[src/rtl/vect_pkg.sv]
// Shared vector-unit types: mask packer state encoding and tail fill value.
package vect_pkg;

  typedef enum logic [1:0] {
    IDLE    = 2'd0,
    COLLECT = 2'd1,
    WRITE   = 2'd2,
    DONE    = 2'd3
  } mask_pack_state_t;

  // Mask results are tail-agnostic; unused tail bits are written as ones.
  localparam logic MASK_TAIL_FILL = 1'b1;

endpackage

[src/rtl/mask_pack.sv]
// Packs per-element compare/mask result bits into mask words for the VRF write port.
// Optional popcount output (vcpop.m) enabled by defining MASK_PACK_POPCNT_EN.
module mask_pack
  import vect_pkg::*;
#(
  parameter int DATA_WIDTH = 32,
  parameter int VLEN_MAX   = 256,
  localparam int CNT_W     = $clog2(VLEN_MAX) + 1,
  localparam int IDX_W     = $clog2(VLEN_MAX / DATA_WIDTH)
) (
  input  logic                  clk_i,
  input  logic                  rst_ni,
  input  logic                  start_i,
  input  logic [CNT_W-1:0]      vl_i,
  input  logic                  valid_i,
  input  logic                  bit_i,
  output logic                  ready_o,
  output logic                  wr_en_o,
  output logic [IDX_W-1:0]      wr_idx_o,
  output logic [DATA_WIDTH-1:0] wr_data_o,
  input  logic                  wr_ready_i,
  output logic                  busy_o,
  output logic                  done_o
`ifdef MASK_PACK_POPCNT_EN
  ,
  output logic [CNT_W-1:0]      popcnt_o
`endif
);

  localparam int BW = $clog2(DATA_WIDTH);
  localparam logic [CNT_W-1:0] CNT_ONE = 1;
  localparam logic [IDX_W-1:0] IDX_ONE = 1;

  mask_pack_state_t      state_reg;
  logic [CNT_W-1:0]      vl_reg;
  logic [CNT_W-1:0]      elem_cnt_reg;
  logic [DATA_WIDTH-1:0] buf_reg;
  logic [DATA_WIDTH-1:0] buf_next;
  logic [DATA_WIDTH-1:0] tail_mask;
  logic [IDX_W-1:0]      wr_idx_reg;
  logic                  ready_reg;
  logic                  wr_en_reg;
  logic                  busy_reg;
  logic                  done_reg;

  logic                  accept;
  logic                  last_elem;
  logic                  word_full;
  logic [BW-1:0]         bit_pos;
  logic [BW-1:0]         vl_mod;

  assign accept    = (state_reg == COLLECT) && valid_i;
  assign bit_pos   = elem_cnt_reg[BW-1:0];
  assign vl_mod    = vl_reg[BW-1:0];
  assign last_elem = (elem_cnt_reg == vl_reg - CNT_ONE);
  assign word_full = &bit_pos;

  // Tail positions only exist when the final word is partial (vl not word aligned).
  assign tail_mask = (last_elem && (vl_mod != '0)) ?
                     ({DATA_WIDTH{1'b1}} << vl_mod) : '0;

  for (genvar gi = 0; gi < DATA_WIDTH; gi++) begin : g_bit
    assign buf_next[gi] = tail_mask[gi]                ? MASK_TAIL_FILL :
                          (BW'(gi) == bit_pos)         ? bit_i          :
                                                         buf_reg[gi];
  end

  always_ff @(posedge clk_i) begin
    if (!rst_ni) begin
      state_reg    <= IDLE;
      vl_reg       <= '0;
      elem_cnt_reg <= '0;
      buf_reg      <= '0;
      wr_idx_reg   <= '0;
      ready_reg    <= 1'b0;
      wr_en_reg    <= 1'b0;
      busy_reg     <= 1'b0;
      done_reg     <= 1'b0;
    end else begin
      case (state_reg)
        IDLE: begin
          if (start_i) begin
            vl_reg       <= vl_i;
            elem_cnt_reg <= '0;
            buf_reg      <= '0;
            wr_idx_reg   <= '0;
            if (vl_i != '0) begin
              state_reg <= COLLECT;
              ready_reg <= 1'b1;
              busy_reg  <= 1'b1;
            end else begin
              state_reg <= DONE;
              done_reg  <= 1'b1;
            end
          end
        end
        COLLECT: begin
          if (accept) begin
            buf_reg      <= buf_next;
            elem_cnt_reg <= elem_cnt_reg + CNT_ONE;
            if (word_full || last_elem) begin
              state_reg <= WRITE;
              ready_reg <= 1'b0;
              wr_en_reg <= 1'b1;
            end
          end
        end
        WRITE: begin
          // Data and index are held until the VRF takes them.
          if (wr_ready_i) begin
            wr_en_reg  <= 1'b0;
            buf_reg    <= '0;
            wr_idx_reg <= wr_idx_reg + IDX_ONE;
            if (elem_cnt_reg == vl_reg) begin
              state_reg <= DONE;
              busy_reg  <= 1'b0;
              done_reg  <= 1'b1;
            end else begin
              state_reg <= COLLECT;
              ready_reg <= 1'b1;
            end
          end
        end
        DONE: begin
          state_reg  <= IDLE;
          done_reg   <= 1'b0;
          wr_idx_reg <= '0;
        end
        default: begin
          state_reg <= IDLE;
          ready_reg <= 1'b0;
          wr_en_reg <= 1'b0;
          busy_reg  <= 1'b0;
          done_reg  <= 1'b0;
        end
      endcase
    end
  end

`ifdef MASK_PACK_POPCNT_EN
  logic [CNT_W-1:0] popcnt_reg;

  always_ff @(posedge clk_i) begin
    if (!rst_ni) begin
      popcnt_reg <= '0;
    end else if ((state_reg == IDLE) && start_i) begin
      popcnt_reg <= '0;
    end else if (accept && bit_i) begin
      popcnt_reg <= popcnt_reg + CNT_ONE;
    end
  end

  assign popcnt_o = popcnt_reg;
`endif

  assign ready_o   = ready_reg;
  assign wr_en_o   = wr_en_reg;
  assign wr_idx_o  = wr_idx_reg;
  assign wr_data_o = buf_reg;
  assign busy_o    = busy_reg;
  assign done_o    = done_reg;

endmodule

[config.mk]
export PLATFORM = sky130hd
export DESIGN_NAME = mask_pack
export DESIGN_NICKNAME = d
export VERILOG_FILES = /design/src/rtl/vect_pkg.sv /design/src/rtl/mask_pack.sv
export SDC_FILE = /design/constraint.sdc
export NUM_CORES = 1
export LEC_CHECK = 0
export ABC_AREA = 1
export BUFFER_PORTS_ARGS = -buffer_cell sky130_fd_sc_hd__buf_4
export CORE_ASPECT_RATIO = 1.4
export CORE_UTILIZATION = 53
export DETAILED_ROUTE_END_ITERATION = 12
export GPL_TIMING_DRIVEN = 0
export HOLD_SLACK_MARGIN = 0.12
export PLACE_DENSITY = 0.81
export SETUP_SLACK_MARGIN = 0.05
export SLEW_MARGIN = 10
export SYNTH_ARGS = -nofsm -noshare
export SYNTH_HDL_FRONTEND = slang
export SYNTH_SLANG_ARGS = --single-unit
[constraint.sdc]
create_clock -name clk_i -period 2.2 [get_ports clk_i]
set_clock_uncertainty 0.2 [all_clocks]
set_input_delay 0.22 -clock clk_i [delete_from_list [all_inputs] [get_ports clk_i]]
set_output_delay 0.22 -clock clk_i [all_outputs]
set_load 0.01 [all_outputs]
==> results of run 1 <==
stage by stage:
step	std cells	util	TNS, ns	setup slack, ns	cell area (µm²)
after detailed placement	837	0.624	-11.18	-0.383	4650
final	891	0.725	-0.914	-0.120	5400
after floorplan	688	-	0	0.0561	4140
after CTS	885	0.700	-0.465	-0.0487	5210
after global routing	891	0.725	-4.53	-0.224	5400
after global placement	837	0.624	-9.27	-0.333	4650
metal layers:
layer / share of wire / GRT usage
met1: 0.38 / 0.335
met5: 0 / 0
met4: 0.060 / 0.257
met2: 0.51 / 0.582
met3: 0.050 / 0.0515
power breakdown:
| group | internal [mW] | leakage, nW | total [mW] | switching, mW |
|---|---|---|---|---|
| sequential | 1.31 | 0.488 | 1.48 | 0.170 |
| combinational | 1.10 | 1.98 | 2.80 | 1.70 |
| clock | 0.583 | 0.106 | 1.04 | 0.459 |
| total | 3.00 | 2.57 | 5.33 | 2.33 |
final cells by class:
| cell class | instances | share of cell area |
|---|---|---|
| timing repair buffer | 91 | 0.138 |
| inverter | 83 | 0.0618 |
| multi-input combinational | 509 | 0.472 |
| clock buffer | 12 | 0.0287 |
| tap | 97 | 0.0225 |
| sequential | 59 | 0.221 |
| clock inverter | 4 | 0.00903 |
| buffer | 36 | 0.0472 |
final timing paths:
check / startpoint / endpoint / slack, ns / depth (start not counted)
worst max-delay path: vl_reg[1]$_SDFFE_PN0P_ / wr_data_o[20]$_SDFFE_PN0P_ / -0.12 / 15
worst max register to register: vl_reg[1]$_SDFFE_PN0P_ / wr_data_o[20]$_SDFFE_PN0P_ / -0.12 / 15
worst min register to register: elem_cnt_reg[8]$_SDFFE_PN0P_ / elem_cnt_reg[8]$_SDFFE_PN0P_ / 0.28 / 1
worst min-delay path: elem_cnt_reg[8]$_SDFFE_PN0P_ / elem_cnt_reg[8]$_SDFFE_PN0P_ / 0.28 / 1
cells in the mapped netlist:
library cell,n
nand2_1,167
nor2_1,110
inv_1,78
nand3_1,73
dfxtp_1,59
a21oi_1,57
nand4_1,29
o21ai_0,23
buf_4,13
ha_1,10
nor3_1,9
buf_2,8
clkbuf_1,8
nor2_2,5
a211oi_1,4
buf_6,4
clkdlybuf4s25_2,3
inv_2,3
xor2_1,3
a31oi_1,2
and3_1,2
clkinv_1,2
nand4_2,2
nor2_4,2
nor4_1,2
o21a_1,2
o21ai_1,2
xnor2_1,2
a311oi_1,1
clkbuf_4,1
nand2_2,1
or2_2,1
kinds of logic after synthesis:
| group | count (synthesis) | synth area share |
|---|---|---|
| AOI/OAI and AO/OA | 91 | 0.115 |
| xor gates and xnor gates | 5 | 0.0106 |
| adders and majority gates | 10 | 0.0302 |
| buffers and inverters | 120 | 0.136 |
| DFF | 59 | 0.286 |
| and+or+nand+nor | 403 | 0.423 |
what timing repair did:
| item | in CTS | in global routing |
|---|---|---|
| resized for setup | 26 | 44 |
| setup endpoints to repair | 38 | 42 |
| hold buffers | 16 | 0 |
| gates cloned | 1 | 1 |
| pin swaps | 13 | 38 |
| hold endpoints to repair | 17 | 0 |
| buffers inserted | 15 | 6 |
==> flow_metrics.tcl, run 1 <==
set metrics [dict create \
    hold_class "flip-flop to flip-flop" \
    nNetsFinal 814 \
    period_share 1.05 \
    leakagePower_nw 2.57 \
    critical_path.max_stage_delay_ns 0.36 \
    path_delay_family "simple AND/OR/NAND/NOR gates" \
    cpMostUsedCell "nor2_1" \
    worstPathMaxFanout 5 \
    synthCells 688 \
    ys_seq_area_frac 0.286 \
    status "finished, violations left" \
    drv_slew 0 \
    fmax_ghz 0.431 \
    grt_overflow 0 \
    place_congestion 0.926 \
    largest_reg_flops 32 \
    synth_top_area_frac 0.286 \
    vias 4920 \
    yosysTopAreaCell "dfxtp_1" \
    cts-htree-levels 3 \
    initialDrtViolationCount 324 \
    cp_slowest_cell "dfxtp_4" \
    start_util 0.555 \
    end_kind "flip-flop" \
    path_clk_slew_ns 0.07 \
    drive_above_1_share 0.218 \
    routedWlPerCell_um 15.3 \
    io_buffers 52 \
    grt_use_total 0.326 \
    drt-pass1-iter-count 7 \
    violations "negative setup slack" \
    yosys_warnings 0 \
    final_cell_mix "156 x nand2_1, 99 x nor2_1, 81 x buf_4, 74 x inv_1, 71 x nand3_1" \
    io_pins 54 \
    area_delta_synth_final_pct 30.6 \
    dp_hpwl_mm 9.32 \
    layout_commonest_cell "nand2_1" \
    ant_nets 0 \
    synth_fp_nets 713 \
    die_w_um 76.7 \
    fillCellCount 629 \
    avgSynthCellArea_um2 6.01 \
    die-area_um2 8170 \
    fin_crit_ns 2.32 \
    seq_area_um2 1190 \
    syn_area_um2 4140 \
    synth.distinct_cells 32 \
    cp.arrival_ns 2.42 \
    p_per_area_nw_per_um2 986 \
    hold_viol_final 0 \
    whs_ns 0.281 \
    multiInputGateArea_um2 2550 \
    criticalPathCategory "flip-flop to flip-flop" \
    cp_num_buf_inv 4 \
    grt_max_degree 11 \
    antenna_found_initial 0 \
    cts_tree "built" \
    drt-total-wl_mm 13.7 \
    n_antenna_cell 0 \
    root_buffer "clkbuf_8" \
    peakVddDrop_v 0.000801 \
    worst_setup_path_start_kind "flip-flop" \
    drv_cap 0 \
    path_cells "buf_4 -> nor2_4 -> nand2_2 -> nor2_1 -> nor2_1 -> nor2_2 -> nand2_2 -> nor2_4 -> buf_6 -> buf_8 -> nand4_1 -> buf_4 -> a21oi_1 -> nor2_1 -> nor2_1" \
    clock-sinks 59 \
    rsz0062_at_grt "true" \
    relSlewSlack 0.530 \
    grt_pass1_wl_mm 20.4 \
    worstMarginPinSlew_ns 0.703 \
    clk_latency_ns 0.35 \
    core-area_um2 7450 \
    grt_pass1_vias 4508 \
    die_h_um 107 \
    rows 37 \
    numCtsBuffers 9 \
    report.final.setup_viol 18 \
    finalPower_mw 5.33 \
    ys_seq_elements 59 \
    synth.area.top_cells "dfxtp_1 29%, nand2_1 15%, nor2_1 10%" \
    clock_path_buffers 2 \
    drc 0 \
    timing.final.ws_setup_ns -0.120 \
    crit_required_ns 2.30 \
    vias_per_cell 5.52 \
]
Power figures use the tool's default switching activity.
==> inputs of run 2 (changes only) <==
Settings changed: CORE_MARGIN set to 10.
==> run 2 against run 1 <==
  * The run still ends with negative setup slack left
  * Power down 2.5%
  * Utilization down 2.7 points
  * Via count up 0.83%
  * Register-to-register slack better by 0.02 ns
  * Non-clock buffer count down 1
  * Flip-flop and latch count unchanged
  * Maximum frequency up 1.1%
==> flow_metrics.tcl, run 2 (synthesis results as in run 1) <==
set metrics [dict create \
    final_cell_mix "156 x nand2_1, 101 x nor2_1, 79 x buf_4, 74 x inv_1, 69 x nand3_1" \
    numCtsBuffers 9 \
    dp_hpwl_mm 9.65 \
    worstPathMaxFanout 8 \
    drt-total-wl_mm 13.7 \
    die_h_um 125 \
    cts_tree "built" \
    cp.arrival_ns 2.39 \
    die-area_um2 11800 \
    nNetsFinal 813 \
    fin_crit_ns 2.30 \
    path_clk_slew_ns 0.07 \
    drc 0 \
    worstMarginPinSlew_ns 0.726 \
    clock_path_buffers 2 \
    routedWlPerCell_um 15.3 \
    io_buffers 52 \
    vias_per_cell 5.56 \
    crit_required_ns 2.29 \
    largest_reg_flops 32 \
    start_util 0.537 \
    grt_use_total 0.227 \
    antenna_found_initial 0 \
    finalPower_mw 5.19 \
    grt_pass1_wl_mm 21.9 \
    vias 4961 \
    fmax_ghz 0.436 \
    relSlewSlack 0.514 \
    peakVddDrop_v 0.000616 \
    rsz0062_at_grt "true" \
    cts-htree-levels 3 \
    hold_class "flip-flop to flip-flop" \
    worst_setup_path_start_kind "flip-flop" \
    dp_slack_ns -0.350 \
    criticalPathCategory "flip-flop to flip-flop" \
    grt_max_degree 11 \
    root_buffer "clkbuf_8" \
    violations "negative setup slack" \
    drv_cap 0 \
    drt-pass1-iter-count 7 \
    die_w_um 94.7 \
    status "finished, violations left" \
    report.final.setup_viol 26 \
    layout_commonest_cell "nand2_1" \
    clk_latency_ns 0.35 \
    fillCellCount 686 \
    timing.final.ws_setup_ns -0.0955 \
    drive_above_1_share 0.216 \
    drv_slew 0 \
    grt_pass1_vias 4689 \
    end_kind "flip-flop" \
    ant_nets 0 \
    multiInputGateArea_um2 2550 \
    core-area_um2 7700 \
    p_per_area_nw_per_um2 966 \
    hold_viol_final 0 \
    period_share 1.04 \
    area_delta_synth_final_pct 29.9 \
    clock-sinks 59 \
    seq_area_um2 1190 \
    n_antenna_cell 0 \
    initialDrtViolationCount 398 \
    leakagePower_nw 2.55 \
    place_congestion 0.957 \
    rows 38 \
    grt_overflow 0 \
    io_pins 54 \
]
run 2: cell count changes in the layout (fill, tap and decap cells not counted), sizes merged:
cell	change
clkinvlp	+1
bufinv	-1
clkbuf	+1
buf	+1
dlygate4sd3	-1
clkinv	-4
inv	+1
run 2: cell type report:
| class | count | share of cell area |
|---|---|---|
| Multi-Input combinational cell | 509 | 0.475 |
| Timing Repair Buffer | 89 | 0.137 |
| Tap cell | 100 | 0.0233 |
| Inverter | 83 | 0.0608 |
| Buffer | 37 | 0.0486 |
| Sequential cell | 59 | 0.221 |
| Clock buffer | 14 | 0.0321 |
| Clock inverter | 1 | 0.00140 |
run 2: final timing paths:
path	end	depth (start not counted)	from	slack, ns
worst min-delay path	elem_cnt_reg[8]$_SDFFE_PN0P_	1	elem_cnt_reg[8]$_SDFFE_PN0P_	0.27
worst max-delay path	wr_data_o[10]$_SDFFE_PN0P_	18	vl_reg[0]$_SDFFE_PN0P_	-0.1
worst max register to register	wr_data_o[10]$_SDFFE_PN0P_	18	vl_reg[0]$_SDFFE_PN0P_	-0.1
worst min register to register	elem_cnt_reg[8]$_SDFFE_PN0P_	1	elem_cnt_reg[8]$_SDFFE_PN0P_	0.27
run 2: what timing repair did:
action,4_1_cts,5_1_grt
resized for setup,29,41
buffers inserted,8,10
endpoints found under the setup margin,36,41
hold buffers,15,0
hold endpoints to repair,16,0
gates cloned,3,1
pin swaps,16,32
run 2: per-layer routing:
metal | vias to the layer above | global-route usage | wire [µm]
li1 | 2423 | - | -
met1 | 2292 | 0.246 | 5210
met2 | 196 | 0.397 | 7040
met3 | 50 | 0.0356 | 770
met4 | 0 | 0.134 | 653
met5 | - | 0 | 0
run 2: stage by stage:
| step | std cells | TNS [ns] | area (µm²) | utilization | hold slack [ns] |
|---|---|---|---|---|---|
| floorplan | 688 | 0 | 4140 | - | 0.116 |
| global placement | 840 | -7.72 | 4650 | 0.604 | 0.219 |
| detailed placement | 840 | -9.83 | 4650 | 0.604 | 0.224 |
| CTS | 881 | -0.627 | 5160 | 0.670 | 0.279 |
| global route | 892 | -6.56 | 5380 | 0.698 | 0.303 |
| finish | 892 | -1.23 | 5380 | 0.698 | 0.272 |
run 2: critical path, cell delays in order (launching register included):
cell and delay (ns):
dfxtp_2 0.36, inv_4 0.05, ha_4 0.24, nand2_2 0.06, inv_2 0.03, nor2_2 0.07
nand2_1 0.08, nor2_1 0.11, nand3_1 0.13, nor2_4 0.12, buf_12 0.14, buf_8 0.11
buf_4 0.09, nand4_1 0.10, nand3_1 0.09, nand2_1 0.07, nand2_1 0.06, nand2_1 0.04
nor2_1 0.08
run 2: power breakdown:
part	internal (mW)	switching, mW	total [mW]	leakage (nW)
Clock	0.496	0.435	0.931	0.0888
Combinational	1.08	1.70	2.78	1.97
Sequential	1.31	0.169	1.48	0.488
Total	2.89	2.30	5.19	2.55
